## config.mk

```make
export PLATFORM = sky130hd
export DESIGN_NAME = video_sync_h
export DESIGN_NICKNAME = d
export VERILOG_FILES = /design/src/rtl/video_sync_h_pkg.sv /design/src/rtl/video_hmode_sel.sv /design/src/rtl/video_sync_h.sv
export SDC_FILE = /design/constraint.sdc
export NUM_CORES = 1
export LEC_CHECK = 0
export ABC_AREA = 0
export CAP_MARGIN = 20
export CORE_UTILIZATION = 38
export DETAILED_ROUTE_END_ITERATION = 10
export GPL_TIMING_DRIVEN = 0
export HOLD_SLACK_MARGIN = 0.12
export RECOVER_POWER = 25
export SLEW_MARGIN = 20
export SYNTH_ARGS = -nofsm -noshare
export SYNTH_HDL_FRONTEND = slang
export SYNTH_SLANG_ARGS = --single-unit
```

## constraint.sdc

```tcl
create_clock -name clk -period 5.5 [get_ports clk]
set_clock_uncertainty 0.2 [all_clocks]
set_input_delay 1.1 -clock clk [delete_from_list [all_inputs] [get_ports clk]]
set_output_delay 1.1 -clock clk [all_outputs]
set_load 0.02 [all_outputs]
```

## src/rtl/video_sync_h_pkg.sv

```systemverilog
// Shared video timing package: horizontal constants, raster mode encoding and
// the per-mode horizontal configuration payload (also used by the vertical stage).
package video_sync_h_pkg;

  localparam int unsigned HCNT_W = 9;
  typedef logic [HCNT_W-1:0] hcnt_t;

  localparam logic [1:0] RASTER_PENT = 2'b00;
  localparam logic [1:0] RASTER_60HZ = 2'b01;
  localparam logic [1:0] RASTER_48K  = 2'b10;
  localparam logic [1:0] RASTER_128K = 2'b11;

  typedef enum logic [1:0] {
    MODE_PENT = RASTER_PENT,
    MODE_60HZ = RASTER_60HZ,
    MODE_48K  = RASTER_48K,
    MODE_128K = RASTER_128K
  } raster_mode_e;

  localparam hcnt_t HPERIOD_STD  = HCNT_W'(448);
  localparam hcnt_t HPERIOD_128K = HCNT_W'(456);

  localparam hcnt_t HBLNK_BEG = HCNT_W'(0);
  localparam hcnt_t HSYNC_BEG = HCNT_W'(10);
  localparam hcnt_t HSYNC_END = HCNT_W'(43);
  localparam hcnt_t HBLNK_END = HCNT_W'(88);

  localparam hcnt_t HPIX_BEG_STD = HCNT_W'(140);
  localparam hcnt_t HPIX_END_STD = HCNT_W'(396);
  localparam hcnt_t HPIX_BEG_48K = HCNT_W'(136);
  localparam hcnt_t HPIX_END_48K = HCNT_W'(392);

  localparam hcnt_t HINT_BEG_PENT = HCNT_W'(2);
  localparam hcnt_t HINT_BEG_60HZ = HCNT_W'(2);
  localparam hcnt_t HINT_BEG_48K  = HCNT_W'(8);
  localparam hcnt_t HINT_BEG_128K = HCNT_W'(12);

  typedef struct packed {
    hcnt_t hperiod;
    hcnt_t hpix_beg;
    hcnt_t hpix_end;
    hcnt_t hint_beg;
  } hmode_cfg_t;

endpackage

```

## src/rtl/video_hmode_sel.sv

```systemverilog
// Maps the latched raster mode to its line period, pixel window and INT position.
module video_hmode_sel
  import video_sync_h_pkg::*;
(
  input  raster_mode_e i_mode,
  output hmode_cfg_t   o_cfg_c
);

  always_comb begin
    o_cfg_c.hperiod  = HPERIOD_STD;
    o_cfg_c.hpix_beg = HPIX_BEG_STD;
    o_cfg_c.hpix_end = HPIX_END_STD;
    o_cfg_c.hint_beg = HINT_BEG_PENT;
    case (i_mode)
      MODE_PENT: o_cfg_c.hint_beg = HINT_BEG_PENT;
      MODE_60HZ: o_cfg_c.hint_beg = HINT_BEG_60HZ;
      MODE_48K: begin
        o_cfg_c.hpix_beg = HPIX_BEG_48K;
        o_cfg_c.hpix_end = HPIX_END_48K;
        o_cfg_c.hint_beg = HINT_BEG_48K;
      end
      MODE_128K: begin
        o_cfg_c.hperiod  = HPERIOD_128K;
        o_cfg_c.hint_beg = HINT_BEG_128K;
      end
      default: ;
    endcase
  end

endmodule

```

## src/rtl/video_sync_h.sv

```systemverilog
// Horizontal video sync generator: pixel counter, blank/sync/pixel levels and strobes.
// Optional macro HINT_ADJ_EN adds the hint_adj input that offsets the INT position.
module video_sync_h
  import video_sync_h_pkg::*;
(
  input  logic       clk,
  input  logic       rst,
  input  logic       cend,
  input  logic [1:0] modes_raster,
`ifdef HINT_ADJ_EN
  input  logic [2:0] hint_adj,
`endif
  output logic       hblank,
  output logic       hsync,
  output logic       hsync_start,
  output logic       line_start,
  output logic       hint_start,
  output logic       hpix
);

  hcnt_t        r_hcount;
  raster_mode_e r_mode;
  hmode_cfg_t   w_cfg;
  logic         w_wrap;
  hcnt_t        w_hcount_next;
  hcnt_t        w_hint_pos;

  video_hmode_sel u_hmode_sel (
    .i_mode  (r_mode),
    .o_cfg_c (w_cfg)
  );

  assign w_wrap        = (r_hcount == (w_cfg.hperiod - HCNT_W'(1)));
  assign w_hcount_next = w_wrap ? '0 : (r_hcount + HCNT_W'(1));

`ifdef HINT_ADJ_EN
  logic [2:0] r_hint_adj;

  always_ff @(posedge clk or posedge rst) begin
    if (rst) begin
      r_hint_adj <= 3'd0;
    end else if (cend && w_wrap) begin
      r_hint_adj <= hint_adj;
    end
  end

  assign w_hint_pos = w_cfg.hint_beg + HCNT_W'(r_hint_adj);
`else
  assign w_hint_pos = w_cfg.hint_beg;
`endif

  // Mode is only taken at the line wrap so a mid-line change lands on the next line.
  always_ff @(posedge clk or posedge rst) begin
    if (rst) begin
      r_hcount <= '0;
      r_mode   <= MODE_PENT;
    end else if (cend) begin
      r_hcount <= w_hcount_next;
      if (w_wrap) begin
        r_mode <= raster_mode_e'(modes_raster);
      end
    end
  end

  // Outputs are decoded from the upcoming count so they move together with hcount.
  always_ff @(posedge clk or posedge rst) begin
    if (rst) begin
      hblank      <= 1'b1;
      hsync       <= 1'b0;
      hpix        <= 1'b0;
      hsync_start <= 1'b0;
      line_start  <= 1'b0;
      hint_start  <= 1'b0;
    end else begin
      hsync_start <= 1'b0;
      line_start  <= 1'b0;
      hint_start  <= 1'b0;
      if (cend) begin
        if (w_hcount_next == HBLNK_BEG) begin
          hblank <= 1'b1;
        end else if (w_hcount_next == HBLNK_END) begin
          hblank <= 1'b0;
        end
        if (w_hcount_next == HSYNC_BEG) begin
          hsync <= 1'b1;
        end else if (w_hcount_next == HSYNC_END) begin
          hsync <= 1'b0;
        end
        if (w_hcount_next == w_cfg.hpix_beg) begin
          hpix <= 1'b1;
        end else if (w_hcount_next == w_cfg.hpix_end) begin
          hpix <= 1'b0;
        end
        hsync_start <= (w_hcount_next == HSYNC_BEG);
        line_start  <= (w_hcount_next == HSYNC_END);
        hint_start  <= (w_hcount_next == w_hint_pos);
      end
    end
  end

endmodule

```

Word-level counts from Yosys, hierarchy flattened:

Cells that the tools add are included.

* bits of input ports: 5
* register bits after elaboration: 17
* logic and storage cells: 43
* output and inout bits: 6

* reduce and logical (&&, ||, !) cells: 10
* muxes and demuxes: 13
* eq/ne operators: 10
* add/sub/neg operators: 2

Operator list (number)
* == test 9 bit: 4
* one-hot mux 9 bit (3 select lines): 1
* two-way mux 12 bit: 1
* adder 9 x 1 -> 9 bit (second input constant): 1
* == test 9 x 4 -> 1 bit (second input constant): 1
* == test 9 x 6 -> 1 bit (second input constant): 1
* == test 9 x 7 -> 1 bit (second input constant): 1
* zero test 9 bit: 1
* two-way mux 1 bit: 9
* two-way mux 9 bit: 1
* subtractor 9 x 1 -> 9 bit (second input constant): 1
* AND reduction 2 bit: 4
* nonzero test 2 bit: 3
* == test 2 bit (second input constant): 2
* two-way mux 4 bit: 1
* == test 2 x 1 -> 1 bit (second input constant): 1
* zero test 2 bit: 1
* OR reduction 2 bit: 1

Logic depth before layout (Yosys ltp):

* word-level depth: 8
* depth in mapped cells: 7

By module:

Synthesis repeated with hierarchy kept, for this count alone.

* cells, all modules: 263
* area total of the unflattened synthesis: 2084.5 sq um

Modules (own cells, without submodules)
* video_sync_h: cells each 225, times used 1, area an instance 1816.7 sq um
* video_hmode_sel: cells each 38, times used 1, area an instance 267.8 sq um

Worst setup path after synthesis:

No wires, ideal clock.

* kind: register to register
* from: reg r_hcount[3]
* to: reg hpix
* setup slack: 3269 ps
* data arrival time: 1906 ps
* setup time: 125 ps
* cell stages (with the launch flop): 6
* data required time: 5175 ps
* clock period less this slack: 2231 ps
* path through: dfrtp_1 -> or4b_1 -> o22a_2 -> o221ai_2 -> and4b_1 -> mux2_4

* cells in the longest elaborated chain, start to end: 5

Ends and longest elaborated chain
* from (decl): RTL line video_sync_h.sv:21 `hcnt_t r_hcount;`
* from (signal assigned): RTL line video_sync_h.sv:58 `r_hcount <= w_hcount_next;`
* adder 9 x 1 -> 9 bit / == test 9 bit (equally long branches): RTL line video_sync_h.sv:34, video_sync_h.sv:33
* two-way mux 9 bit (*): RTL line video_sync_h.sv:34 `assign w_hcount_next = w_wrap ? '0 : (r_hcount + HCNT_W'(1));`
* == test 9 bit, on equally long branches: RTL line video_sync_h.sv:89, video_sync_h.sv:91
* nonzero test 2 bit (no source line)
* AND reduction 2 bit (no source line)
* to (signal assigned): RTL line video_sync_h.sv:70 `hpix <= 1'b0;`
* to (signal assigned): RTL line video_sync_h.sv:90 `hpix <= 1'b1;`
* to (signal assigned): RTL line video_sync_h.sv:92 `hpix <= 1'b0;`
* to (decl): RTL line video_sync_h.sv:18 `output logic hpix`

Mark *: on every way between the ends. The rest lies on a longest branch, timed or not.
A chain may end at the register's enable or synchronous reset.

Final worst setup path:

* from: reg hblank
* to: out hblank

RTL lines
* from (decl): RTL line video_sync_h.sv:13 `output logic hblank,`
* from (signal assigned): RTL line video_sync_h.sv:68 `hblank <= 1'b1;`
* from (signal assigned): RTL line video_sync_h.sv:80 `hblank <= 1'b1;`
* from (signal assigned): RTL line video_sync_h.sv:82 `hblank <= 1'b0;`

No word-level cell between the ends.

==> impl_metrics.csv <==
group,metric,value,unit
run_status,status,"finished clean",
sta,post-route-period-util,49.8,%
floorplanning,initial_utilization,39.6,%
sta,setup_slack,2.76,ns
yosys,syn_inst,135,
clock_tree,cts_max_level,1,
setup_path,crit_path_start_kind,"flop",
floorplanning,die_x,58.2,um
yosys,ys_top_cells_by_area,"dfrtp_1 33%, xnor2_1 6.6%, nand2_1 4.7%",
yosys,yosysSeqAreaShare,35.6,%
yosys,synth-seq-cells,17,
place,place_inst,189,
setup_path,rr_worst_depth,7,
run,cap_violations,0,
setup_path,worstPathArrival,1.44,ns
yosys,syn_avg_cell_area,8.88,um^2
setup_path,crit_cells,1,
sta,finalSetupTns,0,ns
floorplanning,dieArea,3380,um^2
cells_and_area,fin_nets,156,
pwr,finalPower,0.562,mW
place,hpwl,2.12,mm
clock_tree,cts_tree,"built",
setup_path,crit_buf_inv,1,
setup_path,required,4.20,ns
worst_hold_path,holdPathStages,1,
setup_path,path_max_fanout,2,
yosys,synth_edf_count,0,
sta,max_freq,365,MHz
clock_tree,clkLatencyLatePin,0.30,ns
pwr,power_density,407,nW/um^2
global_route,antenna_found_initial,0,
clock_tree,cts_setup_buffers,0,
global_route,grt_pass1_vias,1012,
setup_path,path_cells,"clkdlybuf4s50_1",
floorplanning,core-area,3030,um^2
clock_tree,numCtsBuffers,3,
setup_path,critPathTopFamily,"buffers and inverters",
clock_tree,clockRootBuffer,"clkbuf_4",
setup_path,critical-path-slowest-cell,"clkdlybuf4s50_1",
detailed_routing,drtPass1Iterations,4,
global_route,grt_start_max_net_pins,18,
detailed_routing,route.detailed.drc,0,
sta,setup_violations,0,
cells_and_area,fill_cells,312,
place,dp_slack,2.78,ns
cells_and_area,drive_gt1_share,12.1,%
detailed_routing,routed_wl,2.97,mm
clock_tree,ctsHoldBuffers,0,
detailed_routing,drt-wirelength-per-cell,15.4,um
clock_tree,clk_pin_slew_worst_paths,0.11,ns
setup_path,cpPeakStageDelay,0.60,ns
clock_tree,cts_resized,0,
yosys,synth_cell_types,44,
cells_and_area,n_antenna_cell,0,
global_route,grt_pass1_wl,4.96,mm
yosys,netlist_area,1200,um^2
cells_and_area,stdcell_count,193,
sta,hold_viol_final,0,
detailed_routing,postRouteAntennaNets,0,
detailed_routing,drt-initial-drc-count,49,
yosys,synth_top_area_share,33.4,%
setup_path,critical_path_class,"reg -> out",
floorplanning,rows,20,
detailed_routing,vias,1117,
yosys,synth-main-ff-cell,"dfrtp_1",
pwr,total_leakage_power,0.590,nW
sta,slew_viol_final,0,
sta,fin_crit,2.74,ns
clock_tree,cts.path.max_buffers,2,
global_route,gr-total-overflow,0,
yosys,synth_top_area_cell,"dfrtp_1",
clock_tree,cts.sinks,17,
sta,rsz0062_at_grt,"false",
setup_path,worstSetupEndpointType,"output port",
cells_and_area,postLayoutCoreUtil,45.6,%
global_route,grt_usage,19.4,%
place,io_buffers,10,
floorplanning,die_y,58.2,um
yosys,ys_async_sr_fraction,100,%
sta,worst_pin_slew,0.659,ns
place,place.gp.congestion,0.890,
worst_hold_path,hp-class,"reg -> reg",
detailed_routing,vias_per_cell,5.79,
yosys,yosysWarnings,0,
sta,relSlewSlack,56.0,%
pwr,ir_drop,144,uV
cells_and_area,area_growth,15.2,%
floorplanning,ios,11,
yosys,synth_nets,141,
-- power by group --
group          internal (mW)  switching, mW  total (mW)
sequential             0.148         0.0309       0.179
combinational          0.128          0.185       0.313
clock                 0.0272         0.0430      0.0702
total                  0.303          0.259       0.562
-- logic make-up (layout without fill, tap and decap cells) --
logic type	Yosys count	after routing	synth area share, %
muxes	5	5	4.80
and+or+nand+nor	58	58	26.7
xor gates and xnor gates	10	10	7.31
DFF	17	17	35.6
buffers and inverters	15	29	6.58
AOI/OAI and AO/OA	29	29	18.0
adders and majority gates	1	1	1.04
-- Yosys cell counts (3+ instances only) --
cell type / number
a21oi_1: 4
a22o_1: 3
and3_1: 3
and4b_1: 3
buf_6: 3
clkbuf_1: 5
dfrtp_1: 16
inv_1: 6
nand2_1: 15
nand3_1: 6
nand4_1: 6
nor2_1: 8
nor3_1: 4
o21ai_0: 4
o22ai_1: 4
or2_2: 3
xnor2_1: 9
-- area by class of cell --
cell class              instances  area (um^2)  area share (%)
flip-flops and latches         17          427            30.9
repair buffers                 10          100            7.25
clock inverters                 1         5.00           0.362
well taps                      44         55.1            3.99
clock buffers                   3         22.5            1.63
multi-input cells             103          693            50.2
inverters                       6         22.5            1.63
plain buffers                   9         56.3            4.08
-- cell usage in the layout, fill, tap and decap left out, types with 4 or more instances in the layout --
| master | count |
|---|---|
| dfrtp_1 | 16 |
| nand2_1 | 15 |
| xnor2_1 | 9 |
| clkdlybuf4s50_1 | 9 |
| nor2_1 | 8 |
| nand3_1 | 6 |
| inv_1 | 6 |
| nand4_1 | 6 |
| clkbuf_1 | 5 |
| o21ai_0 | 4 |
| nor3_1 | 4 |
| o22ai_1 | 4 |
| a21oi_1 | 4 |
-- per-stage QoR --
step                cell area [um^2]  hold WS [ns]
floorplan                       1200         0.346
global placement                1350         0.299
detailed placement              1350         0.312
CTS                             1380         0.336
global route                    1380         0.347
finish                          1380         0.332
-- final timing paths --
path / from / end / slack, ns
worst max-delay path: hblank$_DFFE_PP1P_ / hblank / 2.76
worst min-delay path: hpix$_DFFE_PP0P_ / hpix$_DFFE_PP0P_ / 0.33
worst max register to register: r_hcount[1]$_DFFE_PP0P_ / hpix$_DFFE_PP0P_ / 2.85
worst min register to register: hpix$_DFFE_PP0P_ / hpix$_DFFE_PP0P_ / 0.33
max in group asynchronous: rst / r_hcount[4]$_DFFE_PP0P_ / 3.56
min in group asynchronous: rst / hpix$_DFFE_PP0P_ / 1.11
-- routing by layer --
| layer | track usage (%) | routed length (um) |
|---|---|---|
| met5 | 0 | 0 |
| met2 | 32.0 | 1430 |
| met4 | 8.16 | 67 |
| met1 | 25.5 | 1300 |
| met3 | 2.68 | 167 |
-- flip-flops by register name, summed over array words and instances (netlist names) --
register	flops
hint_start	1
hblank	1
hsync	1
r_mode	2
r_hcount	9
hpix	1
hsync_start	1
line_start	1
Note: power is estimated with default switching activity, not from simulation.
